[src/rtl/lsu_pkg.sv]
// Shared definitions for the load/store unit: funct3 codes, FSM states and
// lane helpers (byte enables, store-data replication, alignment check).
// Pure package, no timing; imported by lsu_mem_ctrl and lsu_load_align.
package lsu_pkg;

  localparam logic [2:0] F3_B  = 3'b000;
  localparam logic [2:0] F3_H  = 3'b001;
  localparam logic [2:0] F3_W  = 3'b010;
  localparam logic [2:0] F3_BU = 3'b100;
  localparam logic [2:0] F3_HU = 3'b101;

  typedef enum logic [1:0] {
    S_IDLE   = 2'd0,
    S_ACCESS = 2'd1,
    S_RESP   = 2'd2
  } lsu_state_e;

  // Store byte enables; any funct3 that is not byte/half is a full word.
  function automatic logic [3:0] f_bmask(input logic [2:0] funct3, input logic [1:0] off);
    case (funct3)
      F3_B, F3_BU: f_bmask = 4'b0001 << off;
      F3_H, F3_HU: f_bmask = 4'b0011 << off;
      default:     f_bmask = 4'b1111;
    endcase
  endfunction

  // Store data replicated across lanes so the byte enables alone pick the slot.
  function automatic logic [31:0] f_wdata(input logic [2:0] funct3, input logic [31:0] dat);
    case (funct3)
      F3_B, F3_BU: f_wdata = {4{dat[7:0]}};
      F3_H, F3_HU: f_wdata = {2{dat[15:0]}};
      default:     f_wdata = dat;
    endcase
  endfunction

  // 1 when the access is naturally aligned for its width.
  function automatic logic f_align_chk(input logic [2:0] funct3, input logic [1:0] addr_lo);
    case (funct3)
      F3_B, F3_BU: f_align_chk = 1'b1;
      F3_H, F3_HU: f_align_chk = (addr_lo[0] == 1'b0);
      default:     f_align_chk = (addr_lo == 2'b00);
    endcase
  endfunction

endpackage

[src/rtl/lsu_load_align.sv]
// Load data aligner: selects byte/half/word from the read word and extends it.
// Latency: purely combinational. Backpressure: none.
// Ports: rdata_i read word, funct3_i access type, off_i byte offset, ld_data_o result.
module lsu_load_align
  import lsu_pkg::*;
(
  input  logic [31:0] rdata_i,
  input  logic [2:0]  funct3_i,
  input  logic [1:0]  off_i,
  output logic [31:0] ld_data_o
);

  // Bring the addressed byte/half down to bit 0; only the low 16 bits matter.
  logic [15:0] sh;
  assign sh = 16'(rdata_i >> {off_i, 3'b000});

  always_comb begin
    ld_data_o = rdata_i;
    case (funct3_i)
      F3_B:    ld_data_o = {{24{sh[7]}}, sh[7:0]};
      F3_BU:   ld_data_o = {24'h0, sh[7:0]};
      F3_H:    ld_data_o = {{16{sh[15]}}, sh[15:0]};
      F3_HU:   ld_data_o = {16'h0, sh};
      F3_W:    ld_data_o = rdata_i;
      default: ld_data_o = rdata_i;
    endcase
  end

endmodule

[src/rtl/lsu_mem_ctrl.sv]
// Load/store unit: turns the ALU effective address into a byte/half/word
// access on a req/ack memory port and returns aligned, extended load data.
// Latency: 3 cycles request-to-retire minimum (+1 per ack wait cycle).
// Backpressure: lsu_stall holds the core while the access is in flight.
// Ports: clk/rst (sync, active-high); lsu_req/lsu_we/lsu_funct3/alu_data/rs2_data
// from the core; lsu_stall/lsu_done/ld_data/misalign/bus_err back to it;
// mem_req/mem_we/mem_addr/mem_bmask/mem_wdata/mem_ack/mem_rdata to data memory.
// Build option: define LSU_TIMEOUT_EN to add the ack-wait timeout (bus_err).
module lsu_mem_ctrl
  import lsu_pkg::*;
#(
  parameter int unsigned TIMEOUT_CYC = 255
) (
  input  logic        clk,
  input  logic        rst,
  input  logic        lsu_req,
  input  logic        lsu_we,
  input  logic [2:0]  lsu_funct3,
  input  logic [31:0] alu_data,
  input  logic [31:0] rs2_data,
  output logic        lsu_stall,
  output logic        lsu_done,
  output logic [31:0] ld_data,
  output logic        misalign,
  output logic        bus_err,
  output logic        mem_req,
  output logic        mem_we,
  output logic [29:0] mem_addr,
  output logic [3:0]  mem_bmask,
  output logic [31:0] mem_wdata,
  input  logic        mem_ack,
  input  logic [31:0] mem_rdata
);

  lsu_state_e  state_q, state_d;
  logic [29:0] addr_q;
  logic [1:0]  off_q;
  logic        we_q;
  logic [2:0]  f3_q;
  logic [3:0]  bmask_q;
  logic [31:0] wdata_q;
  logic [31:0] rdata_q;
  logic        mem_we_q;

  logic        aligned;
  logic        accept;
  logic        tmo;        // give up waiting this cycle
  logic        err_resp;   // the response being presented is a timeout
  logic [31:0] align_dat;

  assign aligned = f_align_chk(lsu_funct3, alu_data[1:0]);
  assign accept  = !rst && (state_q == S_IDLE) && lsu_req && aligned;

`ifdef LSU_TIMEOUT_EN
  logic [7:0] wait_q;
  logic       berr_q;

  assign tmo      = (state_q == S_ACCESS) && !mem_ack && (wait_q == 8'(TIMEOUT_CYC - 1));
  assign err_resp = (state_q == S_RESP) && berr_q;

  always_ff @(posedge clk) begin
    if (rst) begin
      wait_q <= 8'h0;
      berr_q <= 1'b0;
    end else begin
      if (accept) begin
        wait_q <= 8'h0;
      end else if (state_q == S_ACCESS) begin
        wait_q <= wait_q + 8'd1;
      end
      // Rewritten every ACCESS cycle; the value on the exit cycle is what RESP reports.
      if (state_q == S_ACCESS) begin
        berr_q <= tmo;
      end
    end
  end
`else
  logic unused_tmo_cfg;
  assign unused_tmo_cfg = ^TIMEOUT_CYC;
  assign tmo      = 1'b0;
  assign err_resp = 1'b0;
`endif

  always_comb begin
    state_d = state_q;
    unique case (state_q)
      S_IDLE:   if (accept) state_d = S_ACCESS;
      S_ACCESS: if (mem_ack || tmo) state_d = S_RESP;
      S_RESP:   state_d = S_IDLE;  // lsu_req here is the retiring instruction
      default:  state_d = S_IDLE;
    endcase
  end

  always_ff @(posedge clk) begin
    if (rst) begin
      state_q  <= S_IDLE;
      addr_q   <= 30'h0;
      off_q    <= 2'b00;
      we_q     <= 1'b0;
      f3_q     <= 3'b000;
      bmask_q  <= 4'h0;
      wdata_q  <= 32'h0;
      rdata_q  <= 32'h0;
      mem_we_q <= 1'b0;
    end else begin
      state_q <= state_d;
      if (accept) begin
        addr_q   <= alu_data[31:2];
        off_q    <= alu_data[1:0];
        we_q     <= lsu_we;
        f3_q     <= lsu_funct3;
        mem_we_q <= lsu_we;
        bmask_q  <= lsu_we ? f_bmask(lsu_funct3, alu_data[1:0]) : 4'hF;
        wdata_q  <= lsu_we ? f_wdata(lsu_funct3, rs2_data) : 32'h0;
      end else if ((state_q == S_ACCESS) && (state_d == S_RESP)) begin
        mem_we_q <= 1'b0;  // write strobe only while the request is up
      end
      if ((state_q == S_ACCESS) && mem_ack) begin
        rdata_q <= mem_rdata;
      end
    end
  end

  lsu_load_align u_load_align (
    .rdata_i   (rdata_q),
    .funct3_i  (f3_q),
    .off_i     (off_q),
    .ld_data_o (align_dat)
  );

  assign lsu_stall = accept || (!rst && (state_q == S_ACCESS));
  assign misalign  = !rst && (state_q == S_IDLE) && lsu_req && !aligned;
  assign lsu_done  = (state_q == S_RESP);
  assign bus_err   = err_resp;
  assign ld_data   = ((state_q == S_RESP) && !we_q && !err_resp) ? align_dat : 32'h0;
  assign mem_req   = (state_q == S_ACCESS);
  assign mem_we    = mem_we_q;
  assign mem_addr  = addr_q;
  assign mem_bmask = bmask_q;
  assign mem_wdata = wdata_q;

endmodule

[config.mk]
export PLATFORM = sky130hd
export DESIGN_NAME = lsu_mem_ctrl
export DESIGN_NICKNAME = d
export VERILOG_FILES = /design/src/rtl/lsu_pkg.sv /design/src/rtl/lsu_load_align.sv /design/src/rtl/lsu_mem_ctrl.sv
export SDC_FILE = /design/constraint.sdc
export NUM_CORES = 1
export LEC_CHECK = 0
export CORE_ASPECT_RATIO = 0.6
export CORE_MARGIN = 8
export CORE_UTILIZATION = 45
export CTS_CLUSTER_DIAMETER = 120
export DETAILED_ROUTE_END_ITERATION = 16
export GPL_TIMING_DRIVEN = 1
export PLACE_DENSITY_LB_ADDON = 0.05
export SLEW_MARGIN = 30
export SYNTH_ARGS = -nofsm -noshare
export SYNTH_HDL_FRONTEND = slang
export SYNTH_HIERARCHICAL = 1
export SYNTH_SLANG_ARGS = --single-unit
[constraint.sdc]
create_clock -name clk -period 2.9 [get_ports clk]
set_clock_uncertainty 0.2 [all_clocks]
set_input_delay 0.58 -clock clk [delete_from_list [all_inputs] [get_ports clk]]
set_output_delay 0.58 -clock clk [all_outputs]
set_load 0.01 [all_outputs]
==> results of run 1 <==
## layout by cell type (no fill, tap or decap), types with 4 or more instances in the layout
cell	n
a31o_1	8
a221oi_1	4
a21oi_1	40
buf_6	7
nor2b_1	35
o311ai_0	8
and2_1	33
dlymetal6s2s_1	4
o311a_1	8
o21ai_0	29
mux2_2	42
buf_12	4
o31ai_1	14
dlygate4sd2_1	6
buf_4	35
clkbuf_2	5
buf_2	19
dfxtp_1	104
o21ai_1	4
inv_1	7
nand2_1	147
clkdlybuf4s50_1	171
clkbuf_16	9
mux2i_1	39
## worst max-delay path, delay by kind of cell (launching register included)
family / cells / cell delay (ns)
AOI/OAI and AO/OA: 2 / 0.30
buffers and inverters: 4 / 0.53
DFF: 1 / 0.34
muxes: 1 / 0.57
and+or+nand+nor: 1 / 0.13
## cells in the mapped netlist (7+ instances only)
cell      instances  area, µm²
a21oi_1          40      200.2
a31o_1            8      70.07
and2_1           33      206.5
buf_2            10      50.05
buf_6             7      78.83
clkbuf_1         31      116.4
dfxtp_1         107       2142
inv_1             7      26.28
mux2_2           42      473.0
mux2i_1          39      390.4
nand2_1         147      551.8
nor2b_1          38      237.7
o21ai_0          30      150.1
o311a_1           8      80.08
o311ai_0          9      78.83
o31ai_1          16      120.1
## power groups by stage
| stage | combinational (mW) | clock (mW) | sequential [mW] |
|---|---|---|---|
| final | 0.648 | 1.15 | 1.57 |
| after global routing | 0.693 | 1.23 | 1.58 |
| after CTS | 0.640 | 1.17 | 1.57 |
| after detailed placement | 0.615 | 0 | 1.60 |
| after global placement | 0.604 | 0 | 1.60 |
| after floorplan | 0.264 | 0 | 1.62 |
## timing repair
action / 4_1_cts / 5_1_grt
setup buffers: 10 / 4
pin swaps: 2 / 5
setup endpoints to repair: 34 / 23
gates resized for setup: 93 / 34
hold endpoints to repair: 0 / 0
cloned: 1 / 1
## kinds of logic (layout without fill, tap and decap cells)
logic type | after synthesis | count (layout) | share of synthesized area (%)
compound gates | 139 | 139 | 17.32
mux | 84 | 84 | 16.66
buf+inv | 61 | 275 | 5.530
flops | 107 | 107 | 39.28
simple gates | 238 | 238 | 21.13
other cells | 1 | 1 | 0.06877
## worst max-delay path by stage
stage,startpoint,to,slack [ns],cells past startpoint
after detailed placement,lsu_req,misalign,-0.24,5
after global placement,lsu_req,misalign,-0.25,5
after floorplan,rst,lsu_stall,0.40,6
after global routing,off_q[0]$_SDFFE_PP0P_,ld_data[11],-0.13,8
after CTS,off_q[0]$_SDFFE_PP0P_,ld_data[10],-0.10,7
final,off_q[0]$_SDFFE_PP0P_,ld_data[11],-0.09,8
## flip-flops by register name (all words and copies together), names as in the netlist
signal and flops:
mem_addr 30, state_q 2, rdata_q 32, we_q 1
f3_q 3, mem_we 1, mem_bmask 4, off_q 2
mem_wdata 32
## layer usage
metal / GRT usage (%) / routed length, µm / share of wire (%)
met1: 32.70 / 8760 / 44
met2: 34.89 / 8096 / 41
met3: 10.18 / 2699 / 14
met4: 4.254 / 178 / 0.90
met5: 0 / 0 / 0
## cell type report
class / instances / share of cell area, %
Clock buffer: 13 / 3.092
Clock inverter: 3 / 0.2937
Inverter: 7 / 0.3246
Multi-Input combinational cell: 462 / 38.00
Sequential cell: 107 / 26.51
Tap cell: 165 / 2.551
Timing Repair Buffer: 252 / 29.23
## through the flow
stage          instances  setup WS [ns]  util [%]
2_1_floorplan        630         0.4045         -
3_3_place_gp         978        -0.2452     64.55
3_5_place_dp         978        -0.2433     64.55
4_1_cts             1005        -0.1024     67.65
5_1_grt             1009        -0.1293     67.75
6_report            1009       -0.09472     67.75
==> flow_summary.toml, run 1 <==
[synth]
yosys_warnings = 6
synth_edf_count = 0
synthArstFlopShare_pct = 0
ys_ff_latch = 107
ys_dominant_reg_cell = "dfxtp_1"
syn_area_per_cell_um2 = 8.655
syn-num-nets = 734
ys_seq_area_share_pct = 39.28
netlist_instances = 630
netlist_area_um2 = 5453
synth_cell_type_count = 53

[hold_path]
whs_endpoint = "mem_bmask[3]$_SDFFE_PP0P_"
min_path_cells = 2
min-delay-start = "mem_bmask[3]$_SDFFE_PP0P_"
min_path_type = "flip-flop to flip-flop"

[power_and_ir_drop]
powerDensity_nw_per_um2 = 416.2
clkPwrFrac_pct = 34.1
switching_power_mw = 0.8720
peakVddDrop_mv = 0.3781
leakagePower_nw = 3.305
combPwrFrac_pct = 19.2
switching_share_pct = 25.89
p_total_mw = 3.368
seq_power_share_pct = 46.7
intPower_mw = 2.496

[global_route]
track_usage_pct = 23.99
grt.overflow.total = 0
grt_pass1_wl_um = 30130
grt_start_max_net_pins = 69
antenna_found_initial = 0
grt_pass1_vias = 5433

[drt]
totalWireLength_um = 19730
via_count = 5467
first_pass_iters = 5
drtIter0Drc = 421
ant_nets = 0
drc = 0
viasPerCell = 5.418
detail_route.wl_per_cell_um = 19.56

[timing]
worst_pin_slew_ns = 0.8825
fmax_mhz = 333.9
slew_headroom_pct = 40.95
grt_setup_unrepaired = "yes"
setup-violations-final = 4
whs_ns = 0.2578
postLayoutSetupSlackWorst_ns = -0.09472
slew_viol_final = 0
finalCritPeriodShare_pct = 103.3
fin_setup_tns_ns = -0.2158
layout_min_cycle_time_ns = 2.995
report.final.hold_viol_count = 0

[clocking]
numCtsBuffers = 9
holdBufCountCts = 0
cts_sinks = 107
htreeDepth = 3
cts_buffer_depth = 2
path_clk_slew_ns = 0.07
insertion_delay_ns = 0.33
root_buffer = "clkbuf_16"
cts_tree = "done"

[setup_path]
end_kind = "output port"
cp-start-kind = "flip-flop"
cp_slowest_cell = "mux4_2"
reg2reg_from = "state_q[1]$_SDFF_PP0_"
crit_fanout = 4
worstPathRequired_ns = 2.12
path_class = "flip-flop to output port"
path_cells = "mux4_2 > buf_6 > a21oi_4 > buf_4 > buf_6 > o31ai_1 > and2_1 > clkbuf_2"
cpMostUsedCell = "buf_6"
rr_worst_depth = 6
cp_slowest_stage_delay_ns = 0.57
r2r-end = "mem_bmask[3]$_SDFFE_PP0P_"
ff2ff_setup_slack_ns = 0.76
worstPathArrival_ns = 2.21

[finish]
fin_nets = 943
antennaDiodeCount = 0
n_fill_cell = 982
area.sequential_um2 = 2146
multi_input_area_um2 = 3075
final_cell_area_um2 = 8094
drive_above_1_share_pct = 17.65
syn2layout_area_growth_pct = 48.44

[placed_design]
placed_area_um2 = 7711
dp_hpwl_um = 14250
port_buffers = 206
place.gp.congestion = 0.8813

[outcome]
violations = "negative setup slack"
outcome = "complete, but fails checks"

[floorplanning]
die_y_um = 101.3
pin_count = 208
fp-row-count = 31
coreArea_um2 = 11950
dieWidth_um = 158.1
initial_utilization_pct = 45.64
dieArea_um2 = 16010

[flow_run]
cap_violations = 0
Note: power is estimated with default switching activity, not from simulation.
==> run 2: changes to the inputs <==
Settings changed: CTS_BUF_LIST from default to sky130_fd_sc_hd__clkbuf_16, GPL_TIMING_DRIVEN 1 to default.
Clock period 2.9 ns to 2.8 ns, I/O delays scaled along.
==> run 2 against run 1 <==
  * The flow still finishes with violations (negative setup slack)
  * Global-route usage increased by 0.076 points
  * Critical path depth stayed put
  * Sequential share of layout area hardly changed
  * Non-clock buffer count unchanged
  * Sequential power rose by 4%
  * First-iteration DRC count down 12%
  * Count of clock-buffer cells in the layout fell by 4
  * Worst hold slack worse by 0.0015 ns
  * Die area stayed put
  * Cell count unchanged
  * Setup slack worse by 0.021 ns
  * Power rose by 6.2%
  * Largest cell class unchanged
==> flow_summary.toml, run 2 (same netlist as run 1, synthesis figures left out) <==
[power_and_ir_drop]
seq_power_share_pct = 45.5
leakagePower_nw = 3.269
peakVddDrop_mv = 0.3060
intPower_mw = 2.648
switching_power_mw = 0.9284
combPwrFrac_pct = 18.9
clkPwrFrac_pct = 35.6
powerDensity_nw_per_um2 = 440.8
switching_share_pct = 25.96

[clocking]
root_buffer = "clkbuf_16"
cts_sinks = 107
htreeDepth = 3
holdBufCountCts = 0
cts_tree = "done"
numCtsBuffers = 9
path_clk_slew_ns = 0.07
insertion_delay_ns = 0.34
cts_buffer_depth = 2

[setup_path]
worstPathRequired_ns = 2.04
end_kind = "output port"
path_cells = "mux4_2 > buf_6 > a21oi_4 > buf_6 > buf_4 > o31ai_1 > and2_1 > buf_2"
crit_fanout = 3
cpMostUsedCell = "buf_6"
worstPathArrival_ns = 2.16
cp_slowest_stage_delay_ns = 0.57
cp_num_buf_inv = 4
crit_family = "multiplexers"
cp_slowest_cell = "mux4_2"
path_class = "flip-flop to output port"
cp-start-kind = "flip-flop"

[placed_design]
port_buffers = 206
dp_hpwl_um = 14270
dp_slack_ns = -0.3010
place.gp.congestion = 0.8599

[timing]
slew_viol_final = 0
whs_ns = 0.2563
fmax_mhz = 343.0
report.final.hold_viol_count = 0
setup-violations-final = 12
grt_setup_unrepaired = "yes"
layout_min_cycle_time_ns = 2.915
finalCritPeriodShare_pct = 104.1
slew_headroom_pct = 39.47
worst_pin_slew_ns = 0.9046
postLayoutSetupSlackWorst_ns = -0.1154

[outcome]
outcome = "complete, but fails checks"
violations = "negative setup slack"

[drt]
viasPerCell = 5.389
ant_nets = 0
detail_route.wl_per_cell_um = 19.51
drtIter0Drc = 370
via_count = 5437
drc = 0
totalWireLength_um = 19690
first_pass_iters = 5

[finish]
n_fill_cell = 981
antennaDiodeCount = 0
syn2layout_area_growth_pct = 48.81
fin_nets = 943
final_common_cell = "clkdlybuf4s50_1"
mostFrequentLayoutCells = "171 x clkdlybuf4s50_1, 147 x nand2_1, 104 x dfxtp_1"
drive_above_1_share_pct = 19.67

[flow_run]
cap_violations = 0

[global_route]
grt.overflow.total = 0
grt_start_max_net_pins = 69
grt_pass1_vias = 5454
track_usage_pct = 24.07
grt_pass1_wl_um = 30190
antenna_found_initial = 0

[hold_path]
min_path_type = "flip-flop to flip-flop"

[floorplanning]
coreArea_um2 = 11950
pin_count = 208
initial_utilization_pct = 45.64
dieWidth_um = 158.1
fp-row-count = 31
die_y_um = 101.3
dieArea_um2 = 16010
==> run 2: cell count changes in the layout (fill, tap and decap cells not counted), sizes merged <==
cell,previous run,this run
clkbuf,18,13
bufinv,0,1
clkinv,1,4
clkinvlp,2,1
inv,7,8
dlymetal6s2s,4,0
buf,65,70
==> run 2: final timing paths <==
kind	startpoint	endpoint	slack (ns)	depth (start not counted)
hold / removal	mem_bmask[0]$_SDFFE_PP0P_	mem_bmask[0]$_SDFFE_PP0P_	0.26	2
setup reg to reg	state_q[0]$_SDFF_PP0_	mem_bmask[3]$_SDFFE_PP0P_	0.70	5
setup / recovery	rdata_q[31]$_SDFFE_PP0P_	ld_data[14]	-0.12	8
hold reg to reg	mem_bmask[0]$_SDFFE_PP0P_	mem_bmask[0]$_SDFFE_PP0P_	0.26	2
==> run 2: timing repair <==
item,4_1_cts,5_1_grt
gates cloned,1,0
pin swaps,1,7
buffers inserted,11,1
endpoints found under the setup margin,34,30
resized for setup,126,42
==> run 2: metrics by stage <==
step,util [%],std cells,TNS [ns],cell area [µm²],power (mW)
6_report,67.92,1009,-0.6718,8114,3.577
3_5_place_dp,64.80,982,-0.5037,7741,2.299
5_1_grt,67.92,1009,-1.496,8114,3.716
3_3_place_gp,64.80,982,-0.3908,7741,2.285
4_1_cts,67.92,1010,-0.8205,8114,3.586
2_1_floorplan,-,630,0,5453,1.946
==> run 2: area by class of cell <==
type	count	area [µm²]	area share, %
inverter	7	26.28	0.3238
multi-input combinational	462	3099	38.20
clock inverter	7	67.56	0.8327
timing repair buffer	252	2341	28.85
clock buffer	9	225.2	2.776
tap	165	206.4	2.544
sequential	107	2148	26.48
==> run 2: layer usage <==
metal / share of wire (%) / track usage (%)
met1: 44 / 32.31
met2: 41 / 34.82
met3: 14 / 10.91
met4: 0.81 / 4.831
met5: 0 / 0
==> run 2: worst min-delay path, stage by stage, from the launching register on <==
cell,delay (ns)
dfxtp_1,0.31
nand2_1,0.05
a21oi_1,0.05
==> run 2: power groups by stage <==
stage | Clock, mW | Sequential (mW) | Combinational (mW)
6_report | 1.27 | 1.63 | 0.676
5_1_grt | 1.36 | 1.64 | 0.722
4_1_cts | 1.29 | 1.63 | 0.671
3_5_place_dp | 0 | 1.66 | 0.638
3_3_place_gp | 0 | 1.66 | 0.628
2_1_floorplan | 0 | 1.67 | 0.273
